### config.mk
export PLATFORM = sky130hd
export DESIGN_NAME = wishbone_slave_to_rtsnoc
export DESIGN_NICKNAME = d
export VERILOG_FILES = /design/src/rtl/wishbone_slave_to_rtsnoc.sv
export SDC_FILE = /design/constraint.sdc
export NUM_CORES = 1
export LEC_CHECK = 0
export ABC_AREA = 1
export BUFFER_PORTS_ARGS = -buffer_cell sky130_fd_sc_hd__clkbuf_2
export CORE_ASPECT_RATIO = 2
export CORE_MARGIN = 2
export CORE_UTILIZATION = 45
export CTS_CLUSTER_SIZE = 28
export DETAILED_ROUTE_END_ITERATION = 16
export GPL_TIMING_DRIVEN = 0
export PLACE_DENSITY = 0.74
export SKIP_CTS_REPAIR_TIMING = 1
export SLEW_MARGIN = 20
export SYNTH_ARGS = -nofsm -noshare
export SYNTH_HDL_FRONTEND = slang
export SYNTH_SLANG_ARGS = --single-unit
export TNS_END_PERCENT = 1
### constraint.sdc
create_clock -name clk_i -period 1.4 [get_ports clk_i]
set_clock_uncertainty 0.1 [all_clocks]
set_input_delay 0.35 -clock clk_i [delete_from_list [all_inputs] [get_ports clk_i]]
set_output_delay 0.35 -clock clk_i [all_outputs]
set_load 0.005 [all_outputs]
### src/rtl/wishbone_slave_to_rtsnoc.sv
// Wishbone slave that turns single-word reads and writes into RTSNoC command packets
// for one fixed remote bridge, and returns read responses (or a timeout error) to the bus.
module wishbone_slave_to_rtsnoc #(
    parameter int WB_ADDR_WIDTH     = 6,
    parameter int WB_NOC_DATA_WIDTH = 32,
    parameter int NOC_LOCAL_ADR     = 0,
    parameter int NOC_X             = 0,
    parameter int NOC_Y             = 0,
    parameter int NOC_LOCAL_ADR_TGT = 0,
    parameter int NOC_X_TGT         = 0,
    parameter int NOC_Y_TGT         = 0,
    parameter int SOC_SIZE_X        = 1,
    parameter int SOC_SIZE_Y        = 1,
    parameter int RD_TIMEOUT        = 255,
    localparam int NOC_BUS_SIZE     = WB_NOC_DATA_WIDTH + 6 + 2*SOC_SIZE_X + 2*SOC_SIZE_Y
) (
    input  logic                         clk_i,
    input  logic                         rst_n_i,
    input  logic                         wb_cyc_i,
    input  logic                         wb_stb_i,
    input  logic [WB_ADDR_WIDTH-1:0]     wb_adr_i,
    input  logic [3:0]                   wb_sel_i,
    input  logic                         wb_we_i,
    input  logic [WB_NOC_DATA_WIDTH-1:0] wb_dat_i,
    output logic [WB_NOC_DATA_WIDTH-1:0] wb_dat_o,
    output logic                         wb_ack_o,
    output logic                         wb_err_o,
    output logic [NOC_BUS_SIZE-1:0]      noc_din_o,
    output logic                         noc_wr_o,
    output logic                         noc_rd_o,
    input  logic [NOC_BUS_SIZE-1:0]      noc_dout_i,
    input  logic                         noc_wait_i,
    input  logic                         noc_nd_i
);

    localparam int DW   = WB_NOC_DATA_WIDTH;
    localparam int AW   = WB_ADDR_WIDTH;
    localparam int SX   = SOC_SIZE_X;
    localparam int SY   = SOC_SIZE_Y;
    localparam int OW   = SX + SY + 3;
    localparam int TW   = (RD_TIMEOUT > 1) ? $clog2(RD_TIMEOUT + 1) : 1;

    localparam logic [SX-1:0] X_O = SX'(NOC_X);
    localparam logic [SY-1:0] Y_O = SY'(NOC_Y);
    localparam logic [2:0]    L_O = 3'(NOC_LOCAL_ADR);
    localparam logic [SX-1:0] X_T = SX'(NOC_X_TGT);
    localparam logic [SY-1:0] Y_T = SY'(NOC_Y_TGT);
    localparam logic [2:0]    L_T = 3'(NOC_LOCAL_ADR_TGT);
    localparam logic [OW-1:0] TGT_ORIGIN = {X_T, Y_T, L_T};
    localparam logic [TW-1:0] T_LAST     = TW'(RD_TIMEOUT - 1);

    typedef enum logic [2:0] {IDLE, TX_CMD, TX_DATA, RX_WAIT, ACK} state_t;

    state_t          state, state_n;
    logic            we_q, we_n;
    logic [DW-1:0]   dat_q, dat_n;
    logic [DW-1:0]   tx_data, tx_n;
    logic [DW-1:0]   rdat_n;
    logic [TW-1:0]   timer, timer_n;
    logic            ack_n, err_n, wr_n, rd_n;
    logic [DW-1:0]   cmd_word;
    logic            rx_match;

    // Destination fields of received flits are not needed: everything here is for us.
    logic unused_rx;
    assign unused_rx = ^{wb_sel_i, noc_dout_i[NOC_BUS_SIZE-OW-1:DW]};

    assign noc_din_o = {X_O, Y_O, L_O, X_T, Y_T, L_T, tx_data};
    assign rx_match  = (noc_dout_i[NOC_BUS_SIZE-1 -: OW] == TGT_ORIGIN);

    always_comb begin
        cmd_word            = '0;
        cmd_word[DW-1 -: 3] = wb_we_i ? 3'd0 : 3'd1;
        cmd_word[AW-1:0]    = wb_adr_i;
    end

    always_comb begin
        state_n = state;
        we_n    = we_q;
        dat_n   = dat_q;
        tx_n    = tx_data;
        timer_n = timer;
        rdat_n  = wb_dat_o;
        ack_n   = 1'b0;
        err_n   = 1'b0;
        wr_n    = 1'b0;
        rd_n    = 1'b0;
        case (state)
            IDLE: begin
                // The err cycle lands in IDLE while the master still holds stb; don't re-accept it.
                if (wb_cyc_i && wb_stb_i && !wb_err_o) begin
                    we_n    = wb_we_i;
                    dat_n   = wb_dat_i;
                    tx_n    = cmd_word;
                    state_n = TX_CMD;
                end else if (noc_nd_i && !noc_rd_o) begin
                    rd_n = 1'b1;
                end
            end
            TX_CMD: begin
                if (noc_wr_o) begin
                    if (we_q) begin
                        tx_n    = dat_q;
                        state_n = TX_DATA;
                    end else begin
                        timer_n = '0;
                        state_n = RX_WAIT;
                    end
                end else if (!noc_wait_i) begin
                    wr_n = 1'b1;
                end
            end
            TX_DATA: begin
                if (noc_wr_o) begin
                    ack_n   = 1'b1;
                    state_n = ACK;
                end else if (!noc_wait_i) begin
                    wr_n = 1'b1;
                end
            end
            RX_WAIT: begin
                timer_n = timer + TW'(1);
                if (noc_nd_i && !noc_rd_o) begin
                    rd_n = 1'b1;
                    if (rx_match) begin
                        rdat_n  = noc_dout_i[DW-1:0];
                        ack_n   = 1'b1;
                        state_n = ACK;
                    end
                end
                // A matching response in the same cycle beats the timeout.
                if (state_n == RX_WAIT && timer == T_LAST) begin
                    rdat_n  = '0;
                    err_n   = 1'b1;
                    state_n = IDLE;
                end
            end
            ACK: state_n = IDLE;
            default: state_n = IDLE;
        endcase
    end

    always_ff @(posedge clk_i or negedge rst_n_i) begin
        if (!rst_n_i) begin
            state    <= IDLE;
            we_q     <= 1'b0;
            dat_q    <= '0;
            tx_data  <= '0;
            timer    <= '0;
            wb_dat_o <= '0;
            wb_ack_o <= 1'b0;
            wb_err_o <= 1'b0;
            noc_wr_o <= 1'b0;
            noc_rd_o <= 1'b0;
        end else begin
            state    <= state_n;
            we_q     <= we_n;
            dat_q    <= dat_n;
            tx_data  <= tx_n;
            timer    <= timer_n;
            wb_dat_o <= rdat_n;
            wb_ack_o <= ack_n;
            wb_err_o <= err_n;
            noc_wr_o <= wr_n;
            noc_rd_o <= rd_n;
        end
    end

endmodule

== Word level (Yosys, flattened, before mapping) ==
Cells that the tools add are included.
Storage, ports and cells
  register bits: 112
  bits of input ports: 91
  output and inout bits: 78
Cells by class
  reductions and logical operators: 18
  add/sub/neg operators: 1
  multiplexer cells: 32
  eq/ne operators: 10
Operators with widths (number)
  $mux 32: 6
  $pmux 32 s2: 1
  $mux 3: 7
  $mux 8: 2
  $pmux 8 s2: 1
  $mux 1: 12
  $pmux 3 s4: 1
  $ne 2x2->1 const B: 5
  $eq 3x2->1 const B: 3
  $reduce_and 3->1: 3
  $add 8x1->8 const B: 1
  $eq 8x8->1 const B: 1
  $reduce_bool 2->1: 4
  $logic_not 5->1: 1
  $logic_and 1x1->1: 4
  $pmux 1 s2: 2
  $reduce_and 4->1: 1
  $eq 3x1->1 const B: 1
  $logic_not 3->1: 1
  $logic_not 1->1: 2
  $reduce_and 2->1: 1
  $reduce_or 2->1: 1

== Logic depth before layout (Yosys ltp) ==
Gate-level depths: netlist of run 1.
  word-level depth: 8
  mapped depth: 9
  depth with buffers taken out: 9

== Worst setup path before layout of run 1 ==
Ideal clock, no wire load.
  path kind: register -> register
  from: reg timer[0]
  to: reg wb_dat_o[10]
  clock period less this slack: 1.477 ns
  stages on the path, launching flop included: 10
  library setup time: 0.117 ns
  data arrival time: 1.260 ns
  path slack: -0.077 ns
  required time: 1.183 ns
  cell sequence: dfrtp_1 inv_1 ha_1 nand2_1 nor2_1 nand2_1 nand3b_1 buf_2 nand2_1 nor2_1
Between the ends
  cells in the longest elaborated chain, start to end: 4
  elaborated cells between the ends (all ways): 6
  classes of those cells: 1 x eq/ne; 1 x mux; 4 x reduce/logical
Ends and longest elaborated chain
  start: declaration: RTL line 59  | logic [TW-1:0] timer, timer_n;
  start signal: assignment: RTL line 160  | timer <= timer_n;
  $eq 8x8->1 (*): RTL line 132  | if (state_n == RX_WAIT && timer == T_LAST) begin
  $logic_and 1x1->1 (*): RTL line 132
  $reduce_bool 2->1 (no source line)
  $reduce_and 3->1 (no source line)
  end signal: assignment: RTL line 161  | wb_dat_o <= rdat_n;
  end: declaration: RTL line 25  | output logic [WB_NOC_DATA_WIDTH-1:0] wb_dat_o,
Mark *: on every way between the ends. The rest lies on a longest branch, timed or not.
A chain may end at the register's enable or synchronous reset.

== Final worst setup path of run 1 ==
  from: reg timer[0]
  to: reg wb_dat_o[3]
The elaborated chain is that of the path after synthesis.

==> results of run 1 <==
cells by family (layout without fill, tap and decap cells):
family | after synthesis | count (layout) | share of synthesized area (%)
buffers and inverters | 92 | 266 | 8.706
AO/OA/AOI/OAI | 13 | 13 | 1.293
XOR/XNOR | 5 | 5 | 0.8706
flip-flops | 112 | 112 | 55.72
other | 1 | 10 | 0.07456
adder cells (fa/ha/maj) | 2 | 2 | 0.4974
AND/OR/NAND/NOR | 399 | 399 | 32.84
sequential cells by signal (all words and copies together) (netlist names):
register / cells
dat_q: 32
noc_rd_o: 1
noc_wr_o: 1
state: 3
timer: 8
tx_data: 32
wb_ack_o: 1
wb_dat_o: 32
wb_err_o: 1
we_q: 1
metrics by stage:
stage / instances / TNS [ns]
detailed placement: 923 / -38.24
global placement: 922 / -220.00
finish: 947 / -18.85
floorplan: 633 / -3.786
global route: 947 / -31.69
CTS: 939 / -35.88
layer usage:
| metal | vias to the layer above | wire length (um) |
|---|---|---|
| met5 | - | 0 |
| met4 | 0 | 174 |
| met3 | 13 | 774 |
| met2 | 141 | 7050 |
| met1 | 2122 | 4691 |
| li1 | 2265 | - |
cells in the mapped netlist:
library cell	count
conb_1	1
buf_4	14
buf_6	3
a21oi_1	2
nand2_1	218
nor2_4	1
nand3_2	2
ha_1	2
nand3_1	95
nand4_1	1
o21ai_0	10
buf_1	3
o21ai_1	1
nand3b_1	1
nor2_2	1
inv_2	2
nor2_1	77
xnor2_1	1
nor3_1	1
buf_2	14
nand2_2	2
clkbuf_1	8
inv_1	48
dfrtp_1	112
xor2_1	4
placed cells by master (no fill, tap or decap), drive strengths merged:
cell type,instances
nand3b,1
bufinv,1
nand3,97
nor2,79
xnor2,1
clkbuf,170
nand4,1
dlygate4sd3,2
inv,54
a21oi,2
dfrtp,112
ha,2
o21ai,11
nor3,1
nand2,220
clkinvlp,2
buf,37
xor2,4
conb,10
worst register-to-register path: stages, from the launching register on:
cell and delay [ns]:
dfrtp_1 0.42, inv_1 0.07, ha_1 0.16, nand2_1 0.06, nor2_1 0.09, nand2_1 0.07
nand3b_1 0.17, buf_6 0.15, buf_4 0.16, nand2_1 0.06, nor2_1 0.04
worst max path at each step:
| stage | startpoint | to | slack (ns) | cells past startpoint |
|---|---|---|---|---|
| floorplan | timer[0] | wb_dat_o[10] | -0.08 | 9 |
| global placement | rst_n_i | tx_data[8] | -1.67 | 1 |
| detailed placement | wb_stb_i | dat_q[27] | -0.44 | 8 |
| CTS | state[2] | tx_data[28] | -0.42 | 8 |
| global route | timer[0] | wb_dat_o[24] | -0.35 | 10 |
| finish | timer[0] | wb_dat_o[3] | -0.25 | 10 |
area by class of cell:
| class | instances | area, um2 | share of cell area [%] |
|---|---|---|---|
| buffer | 42 | 302.8 | 4.648 |
| clock buffer | 9 | 225.2 | 3.458 |
| clock inverter | 7 | 85.08 | 1.306 |
| inverter | 50 | 195.2 | 2.997 |
| multi-input combinational | 429 | 1874 | 28.77 |
| sequential | 112 | 2805 | 43.07 |
| tap | 140 | 175.2 | 2.689 |
| timing repair buffer | 158 | 850.8 | 13.06 |
report_power, final:
group          leakage (nW)  switching [mW]  internal, mW  total [mW]
combinational          2.38            2.15          1.54        3.69
sequential             1.32           0.682          4.32        5.00
clock                 0.146            1.27          1.43        2.70
==> out/qor.txt, run 1 <==
CP delay by family, top - simple AND/OR/NAND/NOR gates
Clock Latency Late Sink - 0.35 ns
Final Critical Period - 1.654 ns
Layout Nets - 895
total power - 11.39 mW
Hold Fails Final Rpt - 0
number of synthesized register bits - 112
Starting Density - 46.24%
core area - 10880 um2
Top Usage Layer GRT - met2
CP Capture Type - flip-flop
CTS Sinks - 112
Slew Limit Fails - 0
GR Util met1 - 24.02%
die extent in x - 78.76 um
CTS tree - built
Synth Warn # - 0
required time worst endpoint - 1.54 ns
antenna-violating nets left - 0
RSZ-0062 raised after global routing - true
n_diodes - 0
kind of critical path - reg2reg
Slew headroom - 40.73%
P&R area growth vs syn - 29.50%
Mapped Area - 5030 um2
startpoint types - flip-flop
Netlist cell types - 25
global-route wire length before repair - 21.02 mm
Worst Hold Depth - 2
# DRC - 0
DIE HEIGHT - 153.5 um
Leak Pwr - 3.853 nW
final instance area - 6514 um2
Setup WS pre-CTS - -0.4401 ns
Synth area leaders - dfrtp_1 56%, nand2_1 16%, nand3_1 9.5%, nor2_1 5.7%, inv_1 3.6%
status - complete, but fails checks
period utilization - 118.2%
row cnt - 54
CP Max Fanout - 7
Post-DP Area - 6021 um2
GR Overflow Total - 0
path category of the worst min-delay check - in2reg
Worst Max-Slew Pin Slew - 0.8862 ns
CP Buf/Inv Count - 3
Avg Vias per Cell - 4.795
reg2reg setup slack - -0.25 ns
M2 GR Usage - 40.17%
Reg2Reg Launch Point - timer[0]
detailed placement HPWL - 9.612 mm
area share of the largest cell type after synthesis - 55.72%
worst hold margin - 0.04464 ns
final setup fails - 100
vias in the first global route - 4606
Fmax - 0.6045 GHz
Post-Route Utilization - 59.88%
GR met3 Demand/Resource - 4.754%
share of layout cells above drive strength 1 - 27.63%
leading area contributor after synthesis - dfrtp_1
die footprint - 12090 um2
antenna violations before repair - 0
CP dominant cell by count - nand2_1
worst vdd ir - 0.0009409 V
Pwr Density - 1749 nW/um2
Clock Path Buffers - 2
# IOs - 169
MaxCap Viol Count - 0
H-Tree Depth - 3
CTS buffer count - 9
fillcell total - 1013
Final WS setup - -0.2544 ns
Worst Min Path Start - noc_wait_i
DR iter-0 viols - 215
WP data arrival - 1.80 ns
worst r2r path cells - 10
largest net degree at the start of global routing - 93
slowest CP cell - dfrtp_1
clock root cell - clkbuf_16
worst flop-to-flop path endpoint - wb_dat_o[3]
GPL Wtd Cong - 0.8492
slowest stage delay, CP - 0.42 ns
CP Cell Sequence - inv_1 > ha_1 > nand2_1 > nor2_1 > nand2_1 > nand3b_1 > buf_6 > buf_4 > nand2_1 > nor2_1
port bufs - 149
GRT Total Usage - 21.71%
Synth Area per Inst - 8.061 um2
Mapped Cells - 624
clock-pin slew on the worst setup and hold paths - 0.08 ns
Routed wire per std cell - 13.40 um
failing checks - negative setup slack
WHS Endpoint - noc_wr_o
sequential element share of the synthesized area - 55.72%
drt total wl - 12.69 mm
Vias - 4541
TritonRoute pass-1 iters - 4
Power figures use the tool's default switching activity.
==> run 2, diff against run 1 <==
- ABC_AREA: 1 -> default
- BUFFER_PORTS_ARGS: -buffer_cell sky130_fd_sc_hd__clkbuf_2 -> default
- DONT_BUFFER_PORTS: default -> 1
- PLACE_DENSITY: 0.74 -> 0.61
==> out/qor.txt, run 2 <==
status - complete, but fails checks
failing checks - negative hold slack, negative setup slack
path category of the worst min-delay check - in2async
startpoint types - flip-flop
period utilization - 122.2% (+4.0 points)
RSZ-0062 raised after global routing - true
MaxCap Viol Count - 0 (unchanged)
Post-DP Area - 4816 um2 (-20%)
WP data arrival - 1.83 ns (+0.03 ns)
sequential element share of the synthesized area - 60.75% (+5.0 points)
share of layout cells above drive strength 1 - 26.03% (-1.6 points)
slowest stage delay, CP - 0.39 ns (-0.03 ns)
Top Usage Layer GRT - met2
Regs by FF count - dat_q (32), tx_data (32), wb_dat_o (32)
Clock Latency Late Sink - 0.34 ns (about the same)
clock-pin slew on the worst setup and hold paths - 0.08 ns (about the same)
Pwr Density - 1955 nW/um2 (+12%)
CP delay by family, top - simple AND/OR/NAND/NOR gates
CP Buf/Inv Count - 1 (-2)
count leader, synth - dfrtp_1
Clock Path Buffers - 2 (unchanged)
number of synthesized register bits - 112 (unchanged)
CP Max Fanout - 10 (+3)
most common cell after layout, fill and taps aside - dfrtp_1
DIE HEIGHT - 147.2 um (-4.1%)
Fmax - 0.5847 GHz (-3.3%)
GR Util met1 - 19.62% (-4.4 points)
antenna-violating nets left - 0 (unchanged)
Synth Area per Inst - 12.24 um2 (+52%)
Async SR Flop Fraction - 100.0% (unchanged)
final setup fails - 108 (+8.0%)
P&R area growth vs syn - 15.95%
CTS tree - built
DR iter-0 viols - 195 (-9.3%)
row cnt - 52 (-3.7%)
final instance area - 5349 um2 (-18%)
GR Overflow Total - 0 (unchanged)
CP Capture Type - flip-flop
Mapped Area - 4613 um2 (-8.3%)
Starting Density - 46.04% (-0.20 points)
Synth area leaders - dfrtp_1 61%, mux2_2 8.1%, a22o_1 6.1%, o21ai_0 3.5%, nand3_1 3.3%
CTS buffer count - 9 (unchanged)
# IOs - 169 (unchanged)
total negative setup slack - -24.53 ns (-5.685 ns)
area share of the largest cell type after synthesis - 60.75% (+5.0 points)
Leak Pwr - 2.465 nW (-36%)
total power - 10.46 mW (-8.2%)
Post-Route Utilization - 53.38% (-6.5 points)
Mapped Cells - 377 (-40%)
Slew Limit Fails - 0 (unchanged)
Final Critical Period - 1.710 ns (+0.05601 ns)
antenna violations before repair - 1 (+1)
EDFF count, synth - 0 (unchanged)
GPL Wtd Cong - 0.7623 (-10%)
port bufs - 0 (-100%)
CTS Sinks - 112 (unchanged)
TritonRoute pass-1 iters - 4 (unchanged)
most frequent cells in the layout - 111 x dfrtp_1, 33 x mux2_2, 32 x a22o_1, 30 x o21ai_0, 29 x nand3_1
required time worst endpoint - 1.52 ns (-0.02 ns)
# DRC - 0 (unchanged)
core area - 10020 um2 (-7.9%)
Netlist cell types - 47 (+88%)
worst hold margin - -0.4095 ns (-0.4541 ns)
die footprint - 11130 um2 (-8.0%)
H-Tree Depth - 3 (unchanged)
largest net degree at the start of global routing - 113 (+22%)
Synth top cells by count - 112 x dfrtp_1, 33 x mux2_2, 32 x a22o_1, 32 x o21ai_0, 30 x nand3_1
drt total wl - 10.05 mm (-21%)
detailed placement HPWL - 7.351 mm (-24%)
vias in the first global route - 3081 (-33%)
Final WS setup - -0.3104 ns (-0.05601 ns)
Hold Fails Final Rpt - 112 (+112)
top_reg_cell synth - dfrtp_1
clock root cell - clkbuf_16
leading area contributor after synthesis - dfrtp_1
worst vdd ir - 0.0008465 V (-10%)
Avg Vias per Cell - 5.362 (+12%)
M2 GR Usage - 33.70% (-6.5 points)
die extent in x - 75.60 um (-4.0%)
global-route wire length before repair - 15.73 mm (-25%)
Routed wire per std cell - 18.37 um (+37%)
CP Cell Sequence - or3_4 > or2_4 > buf_8 > mux2_2
Layout Nets - 499 (-44%)
slowest CP cell - dfrtp_1
GR met3 Demand/Resource - 4.527% (-0.23 points)
Synth Warn # - 0 (unchanged)
Vias - 2933 (-35%)
kind of critical path - reg2reg
GRT Total Usage - 18.70% (-3.0 points)
run 2: cell count changes after synthesis, sizes merged, moves of 3 or more:
cell   delta
o21ai    +23
a21oi     +4
inv      -24
mux2i     +9
buf       -7
xor2      -3
nor2b     +3
nand3    -67
nor2     -66
a22o     +32
mux2     +33
nand2   -213
run 2: cells by family (layout without fill, tap and decap cells):
logic type      after synthesis  count (layout)  synth area share [%]
simple gates                 75              75                 9.167
buf+inv                      60              85                 6.699
compound gates               83              83                 12.37
other cells                   1              11               0.08129
fa+ha+maj                     2               2                0.5424
mux                          42              42                 10.01
flops                       112             112                 60.75
xor+xnor                      2               2                0.3798
run 2: worst paths after layout:
check / startpoint / to / slack (ns) / cells past startpoint
setup / recovery: state[1] / dat_q[26] / -0.31 / 4
setup reg to reg: state[1] / dat_q[26] / -0.31 / 4
min in group clk_i: noc_dout_i[26] / wb_dat_o[26] / 0.04 / 1
hold / removal: rst_n_i / wb_dat_o[1] / -0.41 / 0
hold reg to reg: dat_q[10] / tx_data[10] / 0.40 / 2
max in group asynchronous: rst_n_i / tx_data[4] / 1.48 / 0
run 2: final cells by class:
class / count / area (um2)
timing repair buffer: 10 / 95.09
tap: 135 / 168.9
clock inverter: 6 / 51.30
antenna: 1 / 2.502
buffer: 33 / 304.0
inverter: 26 / 97.59
sequential: 112 / 2804
fill: 893 / 4671
multi-input combinational: 214 / 1597
clock buffer: 10 / 229.0
run 2: layer usage:
metal,wire length (um),vias to the layer above
met2,5703,111
met4,291,0
met1,3497,1443
li1,-,1358
met5,0,-
met3,555,21
run 2: worst reg2reg max path, delay by kind of cell (launching register included):
| family | cells | cell delay, ns |
|---|---|---|
| mux | 1 | 0.27 |
| simple gates | 2 | 0.68 |
| flops | 1 | 0.39 |
| buf+inv | 1 | 0.16 |
run 2: report_power, final:
part	leakage [nW]	switching, mW	total [mW]	internal (mW)
Sequential	1.44	0.843	5.26	4.41
Combinational	0.881	1.28	2.78	1.50
Clock	0.139	1.18	2.42	1.24
run 2: per-stage QoR:
stage	worst slack [ns]	instances
final	-0.3104	547
after global routing	-0.3562	547
after CTS	-0.9584	537
after detailed placement	-0.9372	521
after global placement	-0.8695	521
after floorplan	-0.4236	386
==> run 3, diff against run 2 <==
- PLACE_DENSITY: 0.61 -> 0.68
==> out/qor.txt, run 3 (synthesis gave the netlist of run 2 again) <==
DR iter-0 viols - 183 (-6.2%)
TritonRoute pass-1 iters - 4 (unchanged)
Routed wire per std cell - 19.32 um (+5.2%)
RSZ-0062 raised after global routing - true
Pwr Density - 1974 nW/um2 (+0.95%)
Regs by FF count - dat_q (32), tx_data (32), wb_dat_o (32)
most frequent cells in the layout - 112 x dfrtp_1, 33 x mux2_2, 32 x o21ai_0, 32 x a22o_1, 29 x nand3_1
Starting Density - 46.04% (unchanged)
Fmax - 0.5682 GHz (-2.8%)
slowest stage delay, CP - 0.42 ns (+0.03 ns)
detailed placement HPWL - 7.396 mm (+0.61%)
antenna-violating nets left - 0 (unchanged)
CP Cell Sequence - or3_4 > or2_4 > buf_6 > mux2_2
Leak Pwr - 2.442 nW (-0.93%)
kind of critical path - reg2reg
total negative setup slack - -29.20 ns (-4.664 ns)
clock-pin slew on the worst setup and hold paths - 0.08 ns (about the same)
CTS Sinks - 112 (unchanged)
core area - 10020 um2 (unchanged)
n_diodes - 0 (-1)
P&R area growth vs syn - 14.92%
MaxCap Viol Count - 0 (unchanged)
Slew headroom - 63.76%
row cnt - 52 (unchanged)
Final WS setup - -0.3598 ns (-0.04945 ns)
reg2reg setup slack - -0.36 ns (-0.05 ns)
Slew Limit Fails - 0 (unchanged)
drt total wl - 10.49 mm (+4.4%)
Clock Latency Late Sink - 0.34 ns (about the same)
CP Capture Type - flip-flop
GPL Wtd Cong - 0.8017 (+5.2%)
# DRC - 0 (unchanged)
Layout Nets - 496 (-0.60%)
WP data arrival - 1.89 ns (+0.06 ns)
largest net degree at the start of global routing - 113 (unchanged)
port bufs - 0 (unchanged)
most common cell after layout, fill and taps aside - dfrtp_1
fillcell total - 894 (+0.11%)
Non-Filler Instances - 543 (-0.73%)
Hold Fails Final Rpt - 112 (unchanged)
worst r2r path cells - 4 (unchanged)
Placed Cells - 521 (unchanged)
share of layout cells above drive strength 1 - 25.25% (-0.79 points)
total power - 10.46 mW (about the same)
required time worst endpoint - 1.53 ns (about the same)
Clock Path Buffers - 2 (unchanged)
global-route wire length before repair - 16.16 mm (+2.7%)
Vias - 3002 (+2.4%)
period utilization - 125.7% (+3.5 points)
clock root cell - clkbuf_16
die footprint - 11130 um2 (unchanged)
status - complete, but fails checks
DIE HEIGHT - 147.2 um (unchanged)
path category of the worst min-delay check - in2async
GR Overflow Total - 0 (unchanged)
worst vdd ir - 0.0008615 V (+1.8%)
H-Tree Depth - 3 (unchanged)
worst flop-to-flop path endpoint - dat_q[24]
final instance area - 5301 um2 (-0.89%)
worst hold margin - -0.4093 ns (+0.0002290 ns)
CTS buffer count - 9 (unchanged)
Post-DP Area - 4816 um2 (unchanged)
Setup WS pre-CTS - -1.016 ns (-0.07832 ns)
Post-Route Utilization - 52.91% (-0.47 points)
Avg Vias per Cell - 5.529 (+3.1%)
GRT Total Usage - 19.19% (+0.49 points)
Worst Max-Slew Pin Slew - 0.5400 ns
final setup fails - 108 (unchanged)
Reg2Reg Launch Point - state[1]
die extent in x - 75.60 um (unchanged)
antenna violations before repair - 0 (-1)
failing checks - negative hold slack, negative setup slack
CP Max Fanout - 10 (unchanged)
startpoint types - flip-flop
slowest CP cell - dfrtp_1
Final Critical Period - 1.760 ns (+0.04945 ns)
# IOs - 169 (unchanged)
CTS tree - built
vias in the first global route - 3143 (+2.0%)
-- run 3: routing by layer --
layer	track usage, %	part of all wire (%)
met1	21.84	37
met5	0	0
met3	5.556	6.1
met4	9.649	4.1
met2	31.70	53
-- run 3: critical path: cells and delay by family, from the launching register on --
family / cells / cell delay, ns
buffers and inverters: 1 / 0.17
AND/OR/NAND/NOR: 2 / 0.69
multiplexers: 1 / 0.27
flip-flops: 1 / 0.42
-- run 3: how the worst max path moves through the flow --
stage / from / to / slack, ns
5_1_grt: state[1] / dat_q[24] / -0.41
4_1_cts: state[2] / tx_data[21] / -1.04
3_5_place_dp: state[2] / tx_data[21] / -1.02
3_3_place_gp: state[2] / tx_data[25] / -0.96
2_1_floorplan: noc_dout_i[38] / wb_dat_o[0] / -0.42
6_report: state[1] / dat_q[24] / -0.36
-- run 3: area by class of cell --
type	count	area, um2	share of cell area, %
buffer	32	276.5	5.216
multi-input combinational	214	1603	30.23
clock inverter	6	51.30	0.9677
sequential	112	2803	52.87
inverter	26	97.59	1.841
timing repair buffer	8	62.56	1.180
tap	135	168.9	3.186
clock buffer	10	239.0	4.508
-- run 3: where the power goes --
part	internal (mW)	switching (mW)
clock network	1.28	1.20
registers	4.41	0.868
logic	1.42	1.29
